==> src/rtl/mult_div_unit.sv <==
// -----------------------------------------------------------------------------
// mult_div_unit
//
// Multicycle integer multiply/divide unit for the multicycle CPU datapath
// (mult/multu/div/divu). One result bit is produced per clock: shift-add for
// multiply, restoring division for divide. The 2*WIDTH result lands in the
// HI/LO registers exposed on hi/lo.
//
// Ports
//   clk        in   system clock, rising edge
//   reset      in   asynchronous active-low reset
//   start      in   request pulse, only honoured while the FSM is idle
//   op         in   0 = multiply, 1 = divide
//   is_signed  in   1 = two's-complement operands, 0 = unsigned
//   a          in   multiplicand / dividend
//   b          in   multiplier / divisor
//   busy       out  operation in progress (control unit stalls on it)
//   done       out  one-cycle completion pulse
//   div_zero   out  set together with done when a divide had b == 0
//   hi         out  mult: upper product half, div: remainder
//   lo         out  mult: lower product half, div: quotient
//
// Output timing: busy/done/div_zero/hi/lo are registered from the current
// FSM state, so they trail the state register by one clock. For a start
// sampled at edge 0 this gives busy high after edges 1..WIDTH+2 and done
// after edge WIDTH+3; a divide by zero shows done after edge 2.
// -----------------------------------------------------------------------------
module mult_div_unit #(
  parameter int WIDTH = 32,
  parameter int CNT_W = $clog2(WIDTH) + 1
) (
  input  logic             clk,
  input  logic             reset,
  input  logic             start,
  input  logic             op,
  input  logic             is_signed,
  input  logic [WIDTH-1:0] a,
  input  logic [WIDTH-1:0] b,
  output logic             busy,
  output logic             done,
  output logic             div_zero,
  output logic [WIDTH-1:0] hi,
  output logic [WIDTH-1:0] lo
);

  typedef enum logic [2:0] {
    ST_IDLE = 3'd0,
    ST_INIT = 3'd1,
    ST_RUN  = 3'd2,
    ST_FIX  = 3'd3,
    ST_DONE = 3'd4
  } state_t;

  state_t               state_q;
  logic                 op_q;        // latched operation
  logic                 sgn_q;       // latched signedness
  logic [WIDTH-1:0]     a_q;         // latched raw operand a
  logic [WIDTH-1:0]     b_q;         // latched raw operand b
  logic [WIDTH-1:0]     mag_q;       // multiplicand (mult) or divisor (div) magnitude
  logic [2*WIDTH-1:0]   acc_q;       // mult: {partial, multiplier}; div: {remainder, dividend/quotient}
  logic [CNT_W-1:0]     cnt_q;       // remaining iterations
  logic                 neg_lo_q;    // negate product (mult) or quotient (div)
  logic                 neg_hi_q;    // negate remainder (div only)
  logic                 dz_q;        // current divide has a zero divisor
  logic                 busy_q;
  logic                 done_q;
  logic                 div_zero_q;
  logic [WIDTH-1:0]     hi_q;
  logic [WIDTH-1:0]     lo_q;

  logic [WIDTH:0]       mul_sum_d;
  logic [2*WIDTH-1:0]   acc_mul_d;
  logic [WIDTH:0]       div_shift_d;
  logic [WIDTH:0]       div_trial_d;
  logic [2*WIDTH-1:0]   acc_div_d;

  // Two's-complement negation of a WIDTH-bit value.
  function automatic logic [WIDTH-1:0] neg_w(input logic [WIDTH-1:0] v);
    neg_w = (~v) + {{(WIDTH-1){1'b0}}, 1'b1};
  endfunction

  // Two's-complement negation of a full 2*WIDTH-bit product.
  function automatic logic [2*WIDTH-1:0] neg_2w(input logic [2*WIDTH-1:0] v);
    neg_2w = (~v) + {{(2*WIDTH-1){1'b0}}, 1'b1};
  endfunction

  // Magnitude of an operand; unsigned mode passes the raw value through.
  // The most negative value maps to 2^(WIDTH-1), which is correct as an
  // unsigned magnitude.
  function automatic logic [WIDTH-1:0] mag_of(input logic [WIDTH-1:0] v,
                                              input logic             sgn);
    if (sgn && v[WIDTH-1]) begin
      mag_of = neg_w(v);
    end else begin
      mag_of = v;
    end
  endfunction

  // One iteration of shift-add multiply and of restoring division.
  always_comb begin
    mul_sum_d   = {1'b0, acc_q[2*WIDTH-1:WIDTH]};
    acc_mul_d   = acc_q;
    div_shift_d = {acc_q[2*WIDTH-1:WIDTH], acc_q[WIDTH-1]};
    div_trial_d = div_shift_d - {1'b0, mag_q};
    acc_div_d   = acc_q;

    // Multiply: add the multiplicand when the current multiplier bit is set,
    // then shift the whole accumulator right; the carry becomes the new MSB.
    if (acc_q[0]) begin
      mul_sum_d = {1'b0, acc_q[2*WIDTH-1:WIDTH]} + {1'b0, mag_q};
    end else begin
      mul_sum_d = {1'b0, acc_q[2*WIDTH-1:WIDTH]};
    end
    acc_mul_d = {mul_sum_d, acc_q[WIDTH-1:1]};

    // Divide: shift the next dividend bit into the remainder and keep the
    // trial difference only when it did not go negative.
    if (!div_trial_d[WIDTH]) begin
      acc_div_d = {div_trial_d[WIDTH-1:0], acc_q[WIDTH-2:0], 1'b1};
    end else begin
      acc_div_d = {div_shift_d[WIDTH-1:0], acc_q[WIDTH-2:0], 1'b0};
    end
  end

  // Control FSM, datapath registers and registered outputs.
  always_ff @(posedge clk or negedge reset) begin
    if (!reset) begin
      state_q    <= ST_IDLE;
      op_q       <= 1'b0;
      sgn_q      <= 1'b0;
      a_q        <= {WIDTH{1'b0}};
      b_q        <= {WIDTH{1'b0}};
      mag_q      <= {WIDTH{1'b0}};
      acc_q      <= {(2*WIDTH){1'b0}};
      cnt_q      <= {CNT_W{1'b0}};
      neg_lo_q   <= 1'b0;
      neg_hi_q   <= 1'b0;
      dz_q       <= 1'b0;
      busy_q     <= 1'b0;
      done_q     <= 1'b0;
      div_zero_q <= 1'b0;
      hi_q       <= {WIDTH{1'b0}};
      lo_q       <= {WIDTH{1'b0}};
    end else begin
      // Outputs follow the state the FSM is leaving on this edge.
      busy_q     <= (state_q == ST_INIT) || (state_q == ST_RUN) || (state_q == ST_FIX);
      done_q     <= (state_q == ST_DONE);
      div_zero_q <= (state_q == ST_DONE) && dz_q;
      if ((state_q == ST_DONE) && !dz_q) begin
        hi_q <= acc_q[2*WIDTH-1:WIDTH];
        lo_q <= acc_q[WIDTH-1:0];
      end else begin
        hi_q <= hi_q;
        lo_q <= lo_q;
      end

      case (state_q)
        ST_IDLE: begin
          if (start) begin
            op_q    <= op;
            sgn_q   <= is_signed;
            a_q     <= a;
            b_q     <= b;
            state_q <= ST_INIT;
          end else begin
            state_q <= ST_IDLE;
          end
        end

        ST_INIT: begin
          // mag_q holds the operand that is added/subtracted every cycle;
          // the other operand is shifted through the low half of acc_q.
          if (op_q) begin
            mag_q <= mag_of(b_q, sgn_q);
            acc_q <= {{WIDTH{1'b0}}, mag_of(a_q, sgn_q)};
          end else begin
            mag_q <= mag_of(a_q, sgn_q);
            acc_q <= {{WIDTH{1'b0}}, mag_of(b_q, sgn_q)};
          end
          neg_lo_q <= sgn_q && (a_q[WIDTH-1] ^ b_q[WIDTH-1]);
          neg_hi_q <= sgn_q && a_q[WIDTH-1];
          cnt_q    <= CNT_W'(WIDTH);
          if (op_q && (b_q == {WIDTH{1'b0}})) begin
            dz_q    <= 1'b1;
            state_q <= ST_DONE;
          end else begin
            dz_q    <= 1'b0;
            state_q <= ST_RUN;
          end
        end

        ST_RUN: begin
          if (op_q) begin
            acc_q <= acc_div_d;
          end else begin
            acc_q <= acc_mul_d;
          end
          cnt_q <= cnt_q - CNT_W'(1);
          if (cnt_q == CNT_W'(1)) begin
            state_q <= ST_FIX;
          end else begin
            state_q <= ST_RUN;
          end
        end

        ST_FIX: begin
          if (op_q) begin
            // Quotient and remainder carry independent signs.
            if (neg_hi_q) begin
              acc_q[2*WIDTH-1:WIDTH] <= neg_w(acc_q[2*WIDTH-1:WIDTH]);
            end else begin
              acc_q[2*WIDTH-1:WIDTH] <= acc_q[2*WIDTH-1:WIDTH];
            end
            if (neg_lo_q) begin
              acc_q[WIDTH-1:0] <= neg_w(acc_q[WIDTH-1:0]);
            end else begin
              acc_q[WIDTH-1:0] <= acc_q[WIDTH-1:0];
            end
          end else begin
            if (neg_lo_q) begin
              acc_q <= neg_2w(acc_q);
            end else begin
              acc_q <= acc_q;
            end
          end
          state_q <= ST_DONE;
        end

        ST_DONE: begin
          state_q <= ST_IDLE;
        end

        default: begin
          state_q <= ST_IDLE;
        end
      endcase
    end
  end

  assign busy     = busy_q;
  assign done     = done_q;
  assign div_zero = div_zero_q;
  assign hi       = hi_q;
  assign lo       = lo_q;

endmodule

==> config.mk <==
export PLATFORM = sky130hd
export DESIGN_NAME = mult_div_unit
export DESIGN_NICKNAME = d
export VERILOG_FILES = /design/src/rtl/mult_div_unit.sv
export SDC_FILE = /design/constraint.sdc
export NUM_CORES = 1
export LEC_CHECK = 0
export BUFFER_PORTS_ARGS = -buffer_cell sky130_fd_sc_hd__buf_2
export CAP_MARGIN = 20
export CORE_MARGIN = 2
export CORE_UTILIZATION = 42
export DETAILED_ROUTE_END_ITERATION = 8
export HOLD_SLACK_MARGIN = 0.05
export PLACE_DENSITY = 0.69
export RECOVER_POWER = 25
export SLEW_MARGIN = 40
export SYNTH_ARGS = -nofsm -noshare
export SYNTH_HDL_FRONTEND = slang
export SYNTH_SLANG_ARGS = --single-unit
==> constraint.sdc <==
create_clock -name clk -period 7.8 [get_ports clk]
set_input_delay 0.78 -clock clk [delete_from_list [all_inputs] [get_ports clk]]
set_output_delay 0.78 -clock clk [all_outputs]
set_load 0.005 [all_outputs]
==> impl_metrics.toml <==
[final_layout]
areaGrowthSynthToFinish_pct = 12.3
diodes = 0
finalNetCount = 2208
final_common_cell = "dfrtp_1"
final_cell_mix = "dfrtp_1, nand2_1, o21ai_0, a21oi_1, nor2_1"
fillers = 3967
drive_above_1_share_pct = 18.2

[routing]
first_pass_iters = 6
vias = 15772
routed_via_density = 6.02
ant_nets = 0
drc = 0
drt_wl_total_microns = 55000
drt_iter0_drc = 1338
post_drt_wl_per_cell_microns = 21.0

[clock_tree]
cts_resized = 0
htreeDepth = 1
holdBufCountCts = 1
cts.sinks = 241
numCtsBuffers = 29
post-cts-setup-buffers = 0
cts_tree = "built"
clk_pin_slew_worst_paths_ns = 0.07
clock_path_buffers = 3
clock_latency_ns = 0.60
cts_root_buf = "clkbuf_16"

[worst_hold_path]
hold_start = "b[20]"
hold_path_class = "primary input to flip-flop"
hold_depth = 3
min_to = "b_q[20]$_DFFE_PN0P_"

[floorplanning]
fp.dieArea_sq_um = 43200
die_h_microns = 208
ioPinCount = 136
fp.coreArea_sq_um = 40900
die_w_microns = 208
initial_core_util_pct = 42.6
placementRows = 74

[global_route]
grt_pass1_vias = 15189
grt_util_met3_pct = 3.83
grt_pass1_wl_microns = 86300
antenna_found_initial = 0
met2_usage_pct = 40.9
grt-ovfl-total = 0
grt_use_met1_pct = 33.6
grt-busiest-layer = "met2"
grt_max_degree = 78
grtUsageTotal_pct = 24.9

[worst_setup_path]
crit_type = "primary input to async pin"
cp-end-kind = "async pin"
crit_slowest_cell = "clkbuf_1"
slowest_delay_ns = 2.34
required_ns = 8.39
path_max_fanout = 56
r2r-start = "acc_q[0]$_DFFE_PN0P_"
worstPathArrival_ns = 5.33
cpMostUsedCell = "clkbuf_1"
reg2reg_to = "acc_q[60]$_DFFE_PN0P_"
cp_cell_sequence = "dlygate4sd3_1 > clkbuf_1 > clkbuf_1 > buf_4"
startpoint = "reset"
r2r_cells = 12
cp-start-kind = "primary input"
reg2reg_slack_ns = 3.32

[timing]
fin_crit_sh_pct = 60.8
min_period_ns = 4.74
drv_slew = 133
skew_ns = 0.0292
worst_slew_pin_slew_ns = 3.60
fmax_mhz = 211
hold_viol = 0
finalSetupViolCount = 0
setup_tns_ns = 0
rsz0062_at_grt = "no"
whs_ns = 0.390
slew_headroom_pct = -140

[yosys]
yosysUniqueCellTypes = 86
synth_top_cells_by_area = "dfrtp_1, mux2_2, ha_1"
synth_seq_cells = 241
synth_cells = 2003
synthesis.area_sq_um = 17400
ys_warn_count = 0
yosysSeqAreaShare_pct = 34.6
ys_async_sr_fraction_pct = 100
synth_top_area_share_pct = 34.6
synth_top_area_cell = "dfrtp_1"
synth_edf_count = 0
syn_nets = 2144
avgSynthCellArea_sq_um = 8.71
synthFlopType = "dfrtp_1"

[place]
numPortBuffers = 135
routabilityCongestion = 0.938
place_hpwl_microns = 40100

[outcome]
status = "complete, but fails checks"
violations = "capacitance limit, slew limit"

[job]
maxCapViolations = 2
[flip-flops by register name, summed over array words and instances (netlist names)]
name      cells
a_q          32
acc_q        64
b_q          32
busy          1
cnt_q         6
div_zero      1
done          1
dz_q          1
hi           32
lo           32
mag_q        32
neg_hi_q      1
neg_lo_q      1
op_q          1
sgn_q         1
state_q       3
[Yosys cell counts, types with 5 or more instances]
cell type and instances:
o32ai_1 7, or2_2 5, o41ai_1 9, a31oi_1 14
a21oi_1 158, or4_1 10, nor2b_1 22, nor4_1 29
nor3_1 61, o221ai_1 5, nor2_1 148, ha_1 70
o21a_1 11, mux2_2 139, a21o_1 42, o21ai_0 165
o22ai_1 9, buf_1 14, nand3_1 32, xor2_1 40
a211oi_1 27, dfrtp_1 241, clkbuf_1 109, a211o_1 6
o21ai_1 27, nand2b_1 17, o31ai_1 21, and2_1 14
o21bai_1 5, inv_1 63, o211ai_1 29, nand2_1 180
xnor2_1 74, a221oi_1 7, a221o_1 5, mux2i_1 55
or3_1 23, nand4_1 8, and3_1 10
[area by class of cell]
| class | instances | area, sq um | area share, % |
|---|---|---|---|
| clock inverter | 20 | 275 | 1.40 |
| timing repair buffer | 160 | 881 | 4.49 |
| clock buffer | 34 | 774 | 3.95 |
| multi-input combinational | 1571 | 10700 | 54.7 |
| sequential | 241 | 6030 | 30.8 |
| tap | 532 | 666 | 3.40 |
| inverter | 64 | 240 | 1.23 |
[worst max-delay path by stage]
| stage | slack (ns) | end |
|---|---|---|
| 6_report | 3.06 | op_q$_DFFE_PN0P_ |
| 2_1_floorplan | 4.30 | acc_q[50]$_DFFE_PN0P_ |
| 3_5_place_dp | 3.47 | acc_q[60]$_DFFE_PN0P_ |
| 3_3_place_gp | 3.63 | acc_q[44]$_DFFE_PN0P_ |
| 4_1_cts | 3.43 | acc_q[60]$_DFFE_PN0P_ |
| 5_1_grt | 2.16 | op_q$_DFFE_PN0P_ |
[critical path, delay by kind of cell]
| family | cells | cell delay [ns] |
|---|---|---|
| buf+inv | 4 | 4.44 |
[stage by stage]
stage	setup slack (ns)	instances	util, %	instance area (sq um)
5_1_grt	2.16	2622	47.9	19600
4_1_cts	3.43	2622	48.0	19600
3_3_place_gp	3.63	2565	45.2	18500
3_5_place_dp	3.47	2567	45.4	18600
6_report	3.06	2622	47.9	19600
2_1_floorplan	4.30	2003	-	17400
[kinds of logic after synthesis]
group | count (synthesis) | synth area share [%]
compound gates | 599 | 21.5
xor+xnor | 114 | 5.72
fa+ha+maj | 72 | 5.25
buf+inv | 191 | 4.14
flops | 241 | 34.6
mux | 194 | 12.1
simple gates | 592 | 16.7
[metal layers]
metal / up-vias / wire length [microns] / part of all wire (%)
li1: 7478 / - / -
met1: 7565 / 23600 / 43
met2: 621 / 25700 / 47
met3: 108 / 4020 / 7.3
met4: 0 / 1710 / 3.1
met5: - / 0 / 0
Power is not shown: default switching activity piles up to over one toggle a cycle in this logic, so the estimate is an artifact.
